===== config.mk =====
export PLATFORM = sky130hd
export DESIGN_NAME = crc16_parallel
export DESIGN_NICKNAME = d
export VERILOG_FILES = /design/src/rtl/crc16_pkg.sv /design/src/rtl/crc16_byte_step.sv /design/src/rtl/crc16_parallel.sv
export SDC_FILE = /design/constraint.sdc
export NUM_CORES = 1
export LEC_CHECK = 0
export BUFFER_PORTS_ARGS = -buffer_cell sky130_fd_sc_hd__buf_2
export CAP_MARGIN = 20
export CORE_MARGIN = 8
export CORE_UTILIZATION = 25
export DETAILED_ROUTE_END_ITERATION = 8
export PLACE_DENSITY = 0.49
export SLEW_MARGIN = 20
export SYNTH_ARGS = -nofsm -noshare
export SYNTH_HDL_FRONTEND = slang
export SYNTH_SLANG_ARGS = --single-unit

===== constraint.sdc =====
create_clock -name clk -period 2.4 [get_ports clk]
set_clock_uncertainty 0.2 [all_clocks]
set_input_delay 0.48 -clock clk [delete_from_list [all_inputs] [get_ports clk]]
set_output_delay 0.48 -clock clk [all_outputs]
set_load 0.02 [all_outputs]

===== src/rtl/crc16_pkg.sv =====
// Shared constants, FSM state type and the byte-wide CRC-16 step function
// for the crc16_parallel framing block.
package crc16_pkg;

  localparam logic [15:0] CRC16_POLY = 16'h8005;
  localparam logic [15:0] CRC16_INIT = 16'h0000;

  typedef enum logic [1:0] {
    IDLE   = 2'd0,
    CALC   = 2'd1,
    OUT_LO = 2'd2
  } crc16_state_e;

  // Eight MSB-first serial shift steps folded into one combinational update.
  function automatic logic [15:0] crc16_next_byte(input logic [15:0] crc,
                                                  input logic [7:0]  data,
                                                  input logic [15:0] poly);
    logic [15:0] c;
    logic        fb;
    c = crc;
    for (int unsigned i = 8; i > 0; i--) begin
      fb = c[15] ^ data[i-1];
      c  = {c[14:0], 1'b0} ^ (fb ? poly : 16'h0000);
    end
    return c;
  endfunction

endpackage


===== src/rtl/crc16_byte_step.sv =====
// Purely combinational one-byte CRC-16 update.
module crc16_byte_step
  import crc16_pkg::*;
#(
  parameter logic [15:0] POLY = CRC16_POLY
) (
  input  logic [15:0] crc_i,
  input  logic [7:0]  data_i,
  output logic [15:0] crc_o
);

  always_comb begin
    crc_o = crc16_next_byte(crc_i, data_i, POLY);
  end

endmodule


===== src/rtl/crc16_parallel.sv =====
// Byte-parallel CRC-16 generator: passes data through while absorbing it,
// then appends the CRC high byte first on the same output.
module crc16_parallel
  import crc16_pkg::*;
#(
  parameter logic [15:0] POLY = CRC16_POLY,
  parameter logic [15:0] INIT = CRC16_INIT
) (
  input  logic       clk,
  input  logic       rst,
  input  logic       load,
  input  logic       d_finish,
  input  logic [7:0] crc_in,
  output logic [7:0] crc_out
);

  crc16_state_e state_q, state_d;
  logic [15:0]  crc_q, crc_d;
  logic [7:0]   out_q, out_d;
  logic [15:0]  step_base;
  logic [15:0]  step_crc;

  // The load byte is always folded into INIT, never into a stale register.
  assign step_base = (state_q == CALC) ? crc_q : INIT;

  crc16_byte_step #(.POLY(POLY)) u_step (
    .crc_i  (step_base),
    .data_i (crc_in),
    .crc_o  (step_crc)
  );

  always_comb begin
    state_d = state_q;
    crc_d   = crc_q;
    out_d   = 8'h00;
    unique case (state_q)
      IDLE: begin
        if (load) begin
          crc_d   = step_crc;
          out_d   = crc_in;
          state_d = CALC;
        end else begin
          crc_d = INIT;
        end
      end
      CALC: begin
        if (d_finish) begin
          out_d   = crc_q[15:8];
          state_d = OUT_LO;
        end else begin
          crc_d = step_crc;
          out_d = crc_in;
        end
      end
      OUT_LO: begin
        out_d   = crc_q[7:0];
        crc_d   = INIT;
        state_d = IDLE;
      end
      default: begin
        crc_d   = INIT;
        state_d = IDLE;
      end
    endcase
  end

  always_ff @(posedge clk) begin
    if (rst) begin
      state_q <= IDLE;
      crc_q   <= INIT;
      out_q   <= '0;
    end else begin
      state_q <= state_d;
      crc_q   <= crc_d;
      out_q   <= out_d;
    end
  end

  assign crc_out = out_q;

endmodule


=== Yosys cells after proc, flatten, opt, wreduce, memory -nomap -nowiden ===
Index checks and enable logic that the tools add are counted.

* Equality and inequality tests: 5
* Mux-type cells: 18
* Bitwise logic cells: 16
* Reductions and logical operators: 2

{| class="wikitable"
|+ Operator list
! operator !! count
|-
| $mux 16 || 11
|-
| $xor 16x16->16 || 8
|-
| $pmux 16 s2 || 1
|-
| $pmux 8 s3 || 1
|-
| $mux 8 || 2
|-
| $xor 1x1->1 || 8
|-
| $ne 2x2->1 const B || 3
|-
| $mux 2 || 2
|-
| $pmux 2 s2 || 1
|-
| $eq 2x1->1 const B || 1
|-
| $eq 2x2->1 const B || 1
|-
| $logic_not 2->1 || 1
|-
| $reduce_and 2->1 || 1
|}

* Register bits after elaboration: 26
* Bits of input ports: 12
* Word-level logic and storage cells: 44

=== Depth between registers and ports, before layout ===
Gate-level depths: netlist of run 1.

* Word-level depth: 28
* Depth in mapped cells: 7
* Mapped depth without buffers: 6

=== Hierarchy ===
From an unflattened synthesis of run 1, not the netlist that was laid out.

* Cells, all modules: 138
* Area, all modules: 1425.1 um2

{| class="wikitable"
|+ By module, submodules not included
! module !! times used !! cells each !! area each (um2) !! sequential area each (um2)
|-
| crc16_parallel || 1 || 109 || 1116.1 || 520.5
|-
| crc16_byte_step || 1 || 29 || 309.0 || 0.0
|}

=== Worst setup path before layout of run 1 ===
No wires, ideal clock.

* Path type: input to register
* Start point: input port crc_in[3]
* End point: register crc_q[15]
* Setup time: 0.073 ns
* Data arrival time: 2.097 ns
* Data required time: 2.127 ns
* Slack: 0.030 ns
* Stages: 7
* Path buffers: 1
* Cell sequence: clkbuf_1 > xor2_1 > a21oi_1 > o211a_1 > or4_4 > a2111o_1 > o211ai_2

* Longest elaborated chain between the ends: 14
* Elaborated cells between the ends (all ways): 15

{| class="wikitable"
|+ Ends and longest elaborated chain
! element !! line !! text
|-
| from (decl) || crc16_parallel.sv:13 || <nowiki>input logic [7:0] crc_in,</nowiki>
|-
| $xor 1x1->1 (*) || crc16_pkg.sv:22 || <nowiki>fb = c[15] ^ data[i-1];</nowiki>
|-
| $mux 16 (*) || crc16_pkg.sv:23 || <nowiki>c = {c[14:0], 1'b0} ^ (fb ? poly : 16'h0000);</nowiki>
|-
| $xor 16x16->16 (*) || crc16_pkg.sv:23 ||
|-
| $xor 1x1->1 (*) || crc16_pkg.sv:22 ||
|-
| $mux 16 (*) || crc16_pkg.sv:23 ||
|-
| $xor 16x16->16 (*) || crc16_pkg.sv:23 ||
|-
| $xor 1x1->1 (*) || crc16_pkg.sv:22 ||
|-
| $mux 16 (*) || crc16_pkg.sv:23 ||
|-
| $xor 16x16->16 (*) || crc16_pkg.sv:23 ||
|-
| $xor 1x1->1 (*) || crc16_pkg.sv:22 ||
|-
| $mux 16 (*) || crc16_pkg.sv:23 ||
|-
| $xor 16x16->16 (*) || crc16_pkg.sv:23 ||
|-
| $mux 16 (on tied branches) || crc16_parallel.sv:47, crc16_parallel.sv:38 ||
|-
| $pmux 16 s2 (*) || crc16_parallel.sv:36 || <nowiki>unique case (state_q)</nowiki>
|-
| to (signal assigned) || crc16_parallel.sv:74 || <nowiki>crc_q <= crc_d;</nowiki>
|-
| to (decl) || crc16_parallel.sv:18 || <nowiki>logic [15:0] crc_q, crc_d;</nowiki>
|}

Every way passes the cells marked *; elsewhere a longest branch is shown, timed or not. The select of a mux whose other input is x is not followed.
A chain may end at the register's enable or synchronous reset.

=== Worst setup path in the final report of run 1 ===
* Start point: register state_q[1]
* End point: register crc_q[15]

* Longest elaborated chain between the ends: 28
* Elaborated cells between the ends (all ways): 31

{| class="wikitable"
|+ Ends and longest elaborated chain
! element !! line !! text
|-
| from (decl) || crc16_parallel.sv:17 || <nowiki>crc16_state_e state_q, state_d;</nowiki>
|-
| from (signal assigned) || crc16_parallel.sv:73 || <nowiki>state_q <= state_d;</nowiki>
|-
| $eq 2x1->1 || crc16_parallel.sv:24, crc16_parallel.sv:36 ||
|-
| $mux 16 || crc16_parallel.sv:24 || <nowiki>assign step_base = (state_q == CALC) ? crc_q : INIT;</nowiki>
|-
| $xor 1x1->1 || crc16_pkg.sv:22 ||
|-
| $mux 16 || crc16_pkg.sv:23 ||
|-
| $xor 16x16->16 || crc16_pkg.sv:23 ||
|-
| $xor 1x1->1 || crc16_pkg.sv:22 ||
|-
| $mux 16 || crc16_pkg.sv:23 ||
|-
| $xor 16x16->16 || crc16_pkg.sv:23 ||
|-
| [... 12 more ...] || n/a ||
|-
| $xor 1x1->1 || crc16_pkg.sv:22 ||
|-
| $mux 16 || crc16_pkg.sv:23 ||
|-
| $xor 16x16->16 || crc16_pkg.sv:23 ||
|-
| $xor 1x1->1 || crc16_pkg.sv:22 ||
|-
| $mux 16 || crc16_pkg.sv:23 ||
|-
| $xor 16x16->16 || crc16_pkg.sv:23 ||
|-
| $mux 16 (on tied branches) || crc16_parallel.sv:47, crc16_parallel.sv:38 ||
|-
| $pmux 16 s2 || crc16_parallel.sv:36 ||
|}

Several ways; a longest one is shown, not always the timed one. The select of a mux whose other input is x is not followed.

==> run metrics, run 1 <==
maximum vdd drop 0.181 mV; Worst-Margin Slew 347 ps; Synth Instances 164; chip height 91.0 um; fin nets 210; Avg WL per Cell 14.5 um; Crit-path slowest cell or4_4; register bit total from synthesis 26; die area 8280 um^2; register area share after synthesis 0.370; worst-path maximum fanout 11; HPWL after detailed placement 2.92 mm; vias in the first global route 1280; die width 91.0 um; Leak Pwr 0.709 nW; Yosys warning count 0; Clock transition at path regs 90 ps; H-Tree Depth 1; FP Rows 27; Final Max Slew Viols 0; Layout area overhead 25.4%; worst skew pair latency 270 ps; synthesized area per cell 8.57 um^2; clock root cell clkbuf_8; Switching Share 0.294; Req. time, crit path 2410 ps; CP peak stage delay 510 ps; pin count of the biggest net entering global routing 15; final antenna-violating net count 0; Tot Pwr 0.00105 W; Global Route Usage Sum 0.0974; CTS tree done; Post-CTS Setup Bufs 0; period utilization 0.977; Post-synth ARST share 0; final hold viol count 0; IO Count 20; Power Density 597 nW/um^2; CTS Buf Count 3; Buffers & Inverters on Critical Path 0; Worst Path Arrival 2350 ps; Mapped Nets 176; run status finished clean; Rel. slew slack 0.769; DRC 0; Post-synth EDFFs 0; final instance count without filler cells 269; Final setup viols 0; routed vias 1231; initial antenna violation count 0; layout cells sized above 1 0.274; Inst Count DP 265; drt first pass iters 4; Worst Setup End Kind flip-flop; Clk pwr share 0.278; # hold bufs at CTS 0; post-synthesis cell area 1410 um^2; drt via density 4.58; # diodes 0; Synth Flop Type dfxtp_1; 1st-iter DRT viols 45; Core ar. 5470 um^2; fmax 426 MHz; GP Congestion 0.813; Cell variety after synth 36; MaxCap Viol Count 0; power share of the combinational group 0.261; crit path time final 2340 ps; Routed WL 3.89 mm; post-CTS sizing 0; PortBufs 19; global-route wire length before repair 6.52 mm; CTS max path bufs 2; Clock Sinks 26; post-layout util 0.322; RSZ-0062 raised after global routing true; Setup CP Type flip-flop to flip-flop; gr ovfl total 0; crit path cell chain nand2b_4 > or3_4 > o211a_2 > or4_4 > a2111o_1 > o211ai_2; Initial Util 0.257; Switch Pwr 0.000309 W; CP delay by family, top simple AND/OR/NAND/NOR gates; sequential fraction of design power 0.462; HP Class input port to flip-flop; startpoint types flip-flop; Int Power 0.000743 W
==> flip-flops by register name (all words and copies together) (netlist names) <==
register,flops
state_q,2
crc_out,8
crc_q,16
==> cell type report <==
class	count	area (um^2)
well taps	72	90.1
repair buffers	39	245
clock buffers	4	55.1
inverters	1	3.75
fillers	598	3710
multi-input cells	127	845
flip-flops and latches	26	523
==> Yosys cell counts (2+ instances only) <==
cell type  instances  area [um^2]
nand2_1           14         52.6
xnor2_1           20          175
a22o_1             6         52.6
nor2_1            21         78.8
a32o_1             2         20.0
a21oi_1           11         55.1
mux2i_1            5         50.1
xor2_1             4         35.0
o21ai_0           11         55.1
nand3_1            9         45.0
nor3_1             2         10.0
clkbuf_1           7         26.3
dfxtp_1           26          521
buf_2              2         10.0
a211oi_1           3         22.5
==> cell families (layout without fill, tap and decap cells) <==
family | count (synthesis) | in the layout | share of synthesized area
multiplexers | 5 | 5 | 0.0356
buffers and inverters | 11 | 44 | 0.0356
AND/OR/NAND/NOR | 55 | 55 | 0.186
flip-flops | 26 | 26 | 0.370
XOR/XNOR | 25 | 25 | 0.166
AO/OA/AOI/OAI | 42 | 42 | 0.207
==> worst register-to-register path, delay by kind of cell (launching register included) <==
family	cells	cell delay, ps
flip-flops	1	320
AO/OA/AOI/OAI	3	640
AND/OR/NAND/NOR	3	1120
==> cells in the final DEF (no fill, tap or decap), types with 2 or more instances in the layout <==
cell type / n
nor2_1: 21
xnor2_1: 20
buf_2: 19
xor2_1: 4
a21oi_1: 11
a22o_1: 6
a32o_1: 2
dfxtp_1: 24
mux2i_1: 5
o21ai_0: 9
dfxtp_2: 2
o21ai_1: 2
a211oi_1: 2
nand2_1: 14
clkbuf_8: 4
buf_4: 20
nand3_1: 9
==> final timing paths <==
check / start / endpoint / slack (ps) / cells past startpoint
worst max-delay path: state_q[1] / crc_q[15] / 60 / 6
worst min-delay path: crc_in[4] / crc_out[4] / 270 / 3
worst min register to register: crc_q[2] / crc_q[2] / 300 / 1
worst max register to register: state_q[1] / crc_q[15] / 60 / 6
==> through the flow <==
| step | setup TNS (ps) | hold WS, ps | setup WS (ps) | area, um^2 |
|---|---|---|---|---|
| 2_1_floorplan | 0 | 263 | 30.2 | 1410 |
| 3_5_place_dp | -271 | 285 | -138 | 1690 |
| 3_3_place_gp | -262 | 292 | -120 | 1690 |
| 6_report | 0 | 266 | 55.1 | 1760 |
| 4_1_cts | 0 | 257 | 34.2 | 1750 |
| 5_1_grt | -11.7 | 288 | -11.7 | 1760 |
==> per-layer routing <==
layer	up-vias	part of all wire	track usage	routed length [um]
met2	23	0.44	0.153	1730
met1	563	0.50	0.127	1930
li1	640	-	-	-
met5	-	0	0	0
met4	0	0.0087	0.0246	34
met3	5	0.050	0.0288	193
==> power groups by stage <==
stage / Combinational (W) / Clock, W / Sequential, W
final: 0.000274 / 0.000292 / 0.000485
after global routing: 0.000304 / 0.000322 / 0.000490
after CTS: 0.000272 / 0.000304 / 0.000486
after detailed placement: 0.000271 / 0 / 0.000495
after global placement: 0.000272 / 0 / 0.000496
after floorplan: 0.000167 / 0 / 0.000502
No activity file was read; power rests on OpenSTA's default activity.
==> run 2: changes to the inputs <==
--- a/config.mk
+++ b/config.mk
@@ -5,12 +5,13 @@
 export SDC_FILE = /design/constraint.sdc
 export NUM_CORES = 1
 export LEC_CHECK = 0
+export ABC_AREA = 1
 export BUFFER_PORTS_ARGS = -buffer_cell sky130_fd_sc_hd__buf_2
 export CAP_MARGIN = 20
 export CORE_MARGIN = 8
 export CORE_UTILIZATION = 25
 export DETAILED_ROUTE_END_ITERATION = 8
-export PLACE_DENSITY = 0.49
+export PLACE_DENSITY = 0.48
 export SLEW_MARGIN = 20
 export SYNTH_ARGS = -nofsm -noshare
 export SYNTH_HDL_FRONTEND = slang
==> run 2 against run 1 <==
- die area grew 8.2%
- clock-buffer cell count stayed put
- non-clock buffer count is 1 lower
- clock power barely moved
- hold slack gained 2.9 ps
- via count up 14%
- global-route usage down 0.063 points
- first-iteration DRC count up 84%
- sequential cell count unchanged
- utilization increased by 1.0 points
==> run metrics, run 2 <==
synthesized area per cell 7.80 um^2 (-8.9%); filler instances 651 (+8.9%); die width 94.6 um (+4.0%); layout cells sized above 1 0.349 (+0.0746); global-route wire length before repair 6.78 mm (+4.0%); routed vias 1398 (+14%); Worst Path Arrival 2270 ps (-80 ps); most frequent cells in the layout 37 x inv_1, 36 x nand2_1, 24 x dfxtp_1; run status finished clean; CTS Buf Count 3 (unchanged); startpoint types flip-flop; Req. time, crit path 2410 ps (about the same); gr ovfl total 0 (unchanged); Hold Crit Endpoint crc_q[13]; largest area contributor in the netlist dfxtp_1; WHS Path Cells 2 (-1); Clock Sinks 26 (unchanged); clock root cell clkbuf_8; worst skew pair latency 270 ps (about the same); HP Class flip-flop to flip-flop; R2R setup slack 140 ps (+80 ps); share of the synthesized area in the top cell type 0.337 (-0.0336); Placement Setup Slack 28.7 ps (+167 ps); Synth Flop Type dfxtp_1; vias in the first global route 1334 (+4.2%); final antenna-violating net count 0 (unchanged); total negative slack 0 ps (unchanged); post-synthesis cell area 1550 um^2 (+10%); Avg WL per Cell 13.5 um (-6.4%); crit path launch state_q[1]; FP Rows 28 (+3.7%); 1st-iter DRT viols 83 (+84%); Worst-Margin Slew 368 ps (+20.4 ps); Largest Register crc_q; Final Max Slew Viols 0 (unchanged); Synth Instances 198 (+21%); Leak Pwr 0.922 nW (+30%); crit path time final 2260 ps (-85.0 ps); DRC 0 (unchanged); Setup CP Type flip-flop to flip-flop; Post-synth ARST share 0 (unchanged); Hold Path Origin crc_q[5]; reg2reg start state_q[1]; die area 8950 um^2 (+8.2%); period utilization 0.942 (-0.0354); final hold viol count 0 (unchanged); fmax 442 MHz (+3.8%); initial antenna violation count 0 (unchanged); CTS tree done; drt first pass iters 4 (unchanged); Layout area overhead 28.1%; largest cells by area after synthesis dfxtp_1 34%, nand2_4 10%, inv_1 9.0%; Yosys warning count 0 (unchanged); Post-synth EDFFs 0 (unchanged); IO Count 20 (unchanged); # hold bufs at CTS 0 (unchanged); Routed WL 4.24 mm (+8.9%); Power Density 533 nW/um^2 (-11%); GP Congestion 0.772 (-5.1%); Core ar. 5960 um^2 (+8.8%); max FFs per register 16 (unchanged); commonest non-fill, non-tap cell in the layout inv_1; Final setup viols 0 (unchanged); chip height 94.6 um (+4.0%); top post-synthesis cells by count 37 x inv_1, 37 x nand2_1, 26 x dfxtp_1, 14 x nand2_4; Cell variety after synth 28 (-22%); Global Route Usage Sum 0.0968 (-0.000631); # diodes 0 (unchanged); MaxCap Viol Count 0 (unchanged); register area share after synthesis 0.337 (-0.0336); Rel. slew slack 0.755 (-0.0139); final worst slack 140 ps (+85.0 ps); PortBufs 19 (unchanged); Worst Setup End Kind flip-flop; Initial Util 0.259 (+0.00271); H-Tree Depth 1 (unchanged); drt via density 4.47 (-2.4%); HPWL after detailed placement 3.19 mm (+9.3%); maximum vdd drop 0.230 mV (+27%); register bit total from synthesis 26 (unchanged); Clock transition at path regs 90 ps (about the same); CTS max path bufs 2 (unchanged); Mapped Nets 210 (+19%); R2R cell count 17 (+11); RR Endpoint crc_q[15]; fin nets 251 (+20%); worst-path maximum fanout 5 (-6); pin count of the biggest net entering global routing 15 (unchanged)
run 2: cell types whose count changed after synthesis, sizes merged, moves of 5 or more:
cell / change
nand2: +42
inv: +38
xnor2: -20
nand3: +12
nor2: -11
o221ai: +7
a22o: -6
clkbuf: -5
mux2i: -5
run 2: per-layer routing:
| metal | wire [um] | vias to the layer above | GRT usage |
|---|---|---|---|
| met2 | 1910 | 29 | 0.157 |
| met3 | 259 | 4 | 0.0246 |
| li1 | - | 721 | - |
| met5 | 0 | - | 0 |
| met4 | 44 | 0 | 0.0156 |
| met1 | 2020 | 644 | 0.128 |
run 2: timing repair:
action	CTS	global route
endpoints found under the setup margin	0	6
resized for setup	0	12
buffers inserted	0	3
endpoints found under the hold margin	0	0
run 2: power breakdown:
part	switching, W	total, W	internal [W]
Combinational	0.000179	0.000296	0.000117
Sequential	0.0000135	0.000470	0.000457
Clock	0.000142	0.000289	0.000147
Total	0.000334	0.00105	0.000720
run 2: through the flow:
stage          total power, W  hold slack, ps  instances   util  cell area (um^2)
2_1_floorplan        0.000660             245        198      -              1550
3_3_place_gp         0.000756             254        306  0.310              1850
3_5_place_dp         0.000756             252        306  0.310              1850
4_1_cts               0.00105             269        310  0.319              1900
5_1_grt               0.00112             287        313  0.332              1980
6_report              0.00105             269        313  0.332              1980
run 2: kinds of logic after synthesis:
logic type | after synthesis | synth area share
simple gates | 90 | 0.376
buf+inv | 42 | 0.102
xor+xnor | 6 | 0.0462
compound gates | 34 | 0.139
flops | 26 | 0.337
run 2: layout make-up:
cell class,instances,area (um^2),area share
clock buffer,4,55.1,0.0278
tap,75,93.8,0.0474
multi-input combinational,130,915,0.462
inverter,40,150,0.0759
sequential,26,528,0.267
timing repair buffer,38,238,0.120
run 2: worst max-delay path by stage:
stage	endpoint	slack, ps	depth (start not counted)
3_5_place_dp	crc_q[15]	30	14
3_3_place_gp	crc_q[15]	80	16
2_1_floorplan	crc_q[15]	220	19
6_report	crc_q[15]	140	17
4_1_cts	crc_q[15]	50	16
5_1_grt	crc_q[15]	-7	17
run 2: worst max-delay path, cell delays in order (launching register included):
cell,delay [ps]
dfxtp_4,380
inv_2,90
nand2_2,90
o21ai_2,160
nand2_4,80
inv_1,100
nand3_4,110
nand2_4,100
nand2_4,60
nand2_4,70
nand2_4,60
nand2_4,80
nand2_2,60
nand3_4,80
nand3_1,130
nand3b_1,140
nand3_2,80
a21oi_2,110
==> run 3: changes to the inputs <==
--- a/config.mk
+++ b/config.mk
@@ -8,6 +8,7 @@
 export ABC_AREA = 1
 export BUFFER_PORTS_ARGS = -buffer_cell sky130_fd_sc_hd__buf_2
 export CAP_MARGIN = 20
+export CORE_ASPECT_RATIO = 0.8
 export CORE_MARGIN = 8
 export CORE_UTILIZATION = 25
 export DETAILED_ROUTE_END_ITERATION = 8
==> run 3 against run 2 <==
- combinational power increased by 4%
- critical path depth unchanged
- die area increased by 0.18%
- final area increased by 2.8%
- sequential cell count unchanged
- largest cell class unchanged
- largest power group unchanged
- hold slack got worse by 1.3 ps
- wire length decreased by 1.2%
- clock power about the same
- cell count increased by 2.9%
- critical path type unchanged
- first-iteration DRC count decreased by 1.2%
- total power increased by 1.3%
==> run metrics, run 3 (synthesized netlist as in run 2, its figures left out) <==
run status finished clean; fin nets 254 (+1.2%); DP Area 1860 um^2 (+0.81%); Final Max Slew Viols 0 (unchanged); Initial Util 0.260 (+0.000546); die area 8970 um^2 (+0.18%); IO Count 20 (unchanged); Worst Path Arrival 2310 ps (+40 ps); CTS Buf Count 3 (unchanged); pin count of the biggest net entering global routing 15 (unchanged); worst skew pair latency 270 ps (about the same); Largest Register crc_q; cell area after layout 2030 um^2 (+2.8%); period utilization 0.955 (+0.0136); post-layout util 0.342 (+0.00996); Setup CP Type flip-flop to flip-flop; drt first pass iters 4 (unchanged); fmax 436 MHz (-1.4%); layout cells sized above 1 0.365 (+0.0164); Final setup viols 0 (unchanged); Worst-Margin Slew 354 ps (-14.1 ps); maximum vdd drop 0.339 mV (+48%); chip height 86.3 um (-8.8%); Layout area overhead 31.7%; Avg WL per Cell 13.0 um (-3.9%); most frequent cells in the layout 36 x nand2_1, 36 x inv_1, 24 x dfxtp_1; routed vias 1368 (-2.1%); Routed WL 4.19 mm (-1.2%); gr ovfl total 0 (unchanged); PortBufs 19 (unchanged); hold_ws 268 ps (-1.31 ps); H-Tree Depth 1 (unchanged); DRC 0 (unchanged); startpoint types flip-flop; Core ar. 5940 um^2 (-0.21%); die width 104 um (+9.8%); total negative slack 0 ps (unchanged); Global Route Usage Sum 0.0955 (-0.00125); Power Density 525 nW/um^2 (-1.5%); max FFs per register 16 (unchanged); FP Rows 25 (-11%); CTS tree done; global-route wire length before repair 6.87 mm (+1.2%); initial antenna violation count 0 (unchanged); final hold viol count 0 (unchanged); MaxCap Viol Count 0 (unchanged); Clock transition at path regs 100 ps (about the same); HPWL after detailed placement 3.11 mm (-2.5%); CTS max path bufs 2 (unchanged); final antenna-violating net count 0 (unchanged); Clock Sinks 26 (unchanged); vias in the first global route 1342 (+0.60%); 1st-iter DRT viols 82 (-1.2%); Worst Setup End Kind flip-flop; HP Class flip-flop to flip-flop; # diodes 0 (unchanged); drt via density 4.25 (-4.9%); clock root cell clkbuf_8; worst-path maximum fanout 6 (+1); crit path time final 2290 ps (+32.5 ps); # hold bufs at CTS 0 (unchanged); Leak Pwr 0.948 nW (+2.8%); GP Congestion 0.763 (-1.1%); Req. time, crit path 2410 ps (about the same); Rel. slew slack 0.764 (+0.00939)
## run 3: area by class of cell
type	count	area (um^2)
clock buffers	4	55.1
fillers	660	3910
inverters	40	153
multi-input cells	130	925
flip-flops and latches	26	528
well taps	81	101
repair buffers	41	273
## run 3: critical path, cell delays in order, from the launching register on
cell and delay, ps:
dfxtp_4 380, inv_2 60, nor2_8 150, buf_12 140, nand2_4 60, xor2_4 150, buf_4 150, nand2_4 80
nand2_4 50, nand2_4 80, nand2_4 90, nand2_4 70, nand3_4 80, nand2_4 110, nand2_1 70, nand3_1 90
nand3_2 100, a21oi_2 120
## run 3: worst paths after layout
path | start | slack [ps] | depth (start not counted) | endpoint
min | crc_q[6] | 270 | 2 | crc_q[14]
max | state_q[0] | 110 | 17 | crc_q[15]
min reg2reg | crc_q[6] | 270 | 2 | crc_q[14]
max reg2reg | state_q[0] | 110 | 17 | crc_q[15]
## run 3: timing repair
item | in CTS | in global routing
hold endpoints to repair | 0 | 0
buffers inserted | 0 | 5
resized for setup | 1 | 15
endpoints found under the setup margin | 1 | 4
pin swaps | 0 | 8
## run 3: stage by stage
| stage | worst slack [ps] | cells | power (W) |
|---|---|---|---|
| 2_1_floorplan | 221 | 198 | 0.000660 |
| 3_3_place_gp | 62.3 | 313 | 0.000756 |
| 3_5_place_dp | -12.6 | 313 | 0.000755 |
| 4_1_cts | 26.9 | 317 | 0.00105 |
| 5_1_grt | -28.2 | 322 | 0.00114 |
| 6_report | 108 | 322 | 0.00107 |
## run 3: report_power, final
group	leakage, nW	switching [W]	internal, W
clock network	0.0288	0.000143	0.000147
logic	0.705	0.000182	0.000125
registers	0.214	0.0000136	0.000457
## run 3: layer usage
metal / vias to the layer above / GRT usage / part of all wire
met5: - / 0 / 0
met4: 0 / 0.0144 / 0.0029
met3: 2 / 0.0267 / 0.034
met2: 18 / 0.148 / 0.42
met1: 616 / 0.130 / 0.54
li1: 732 / - / -
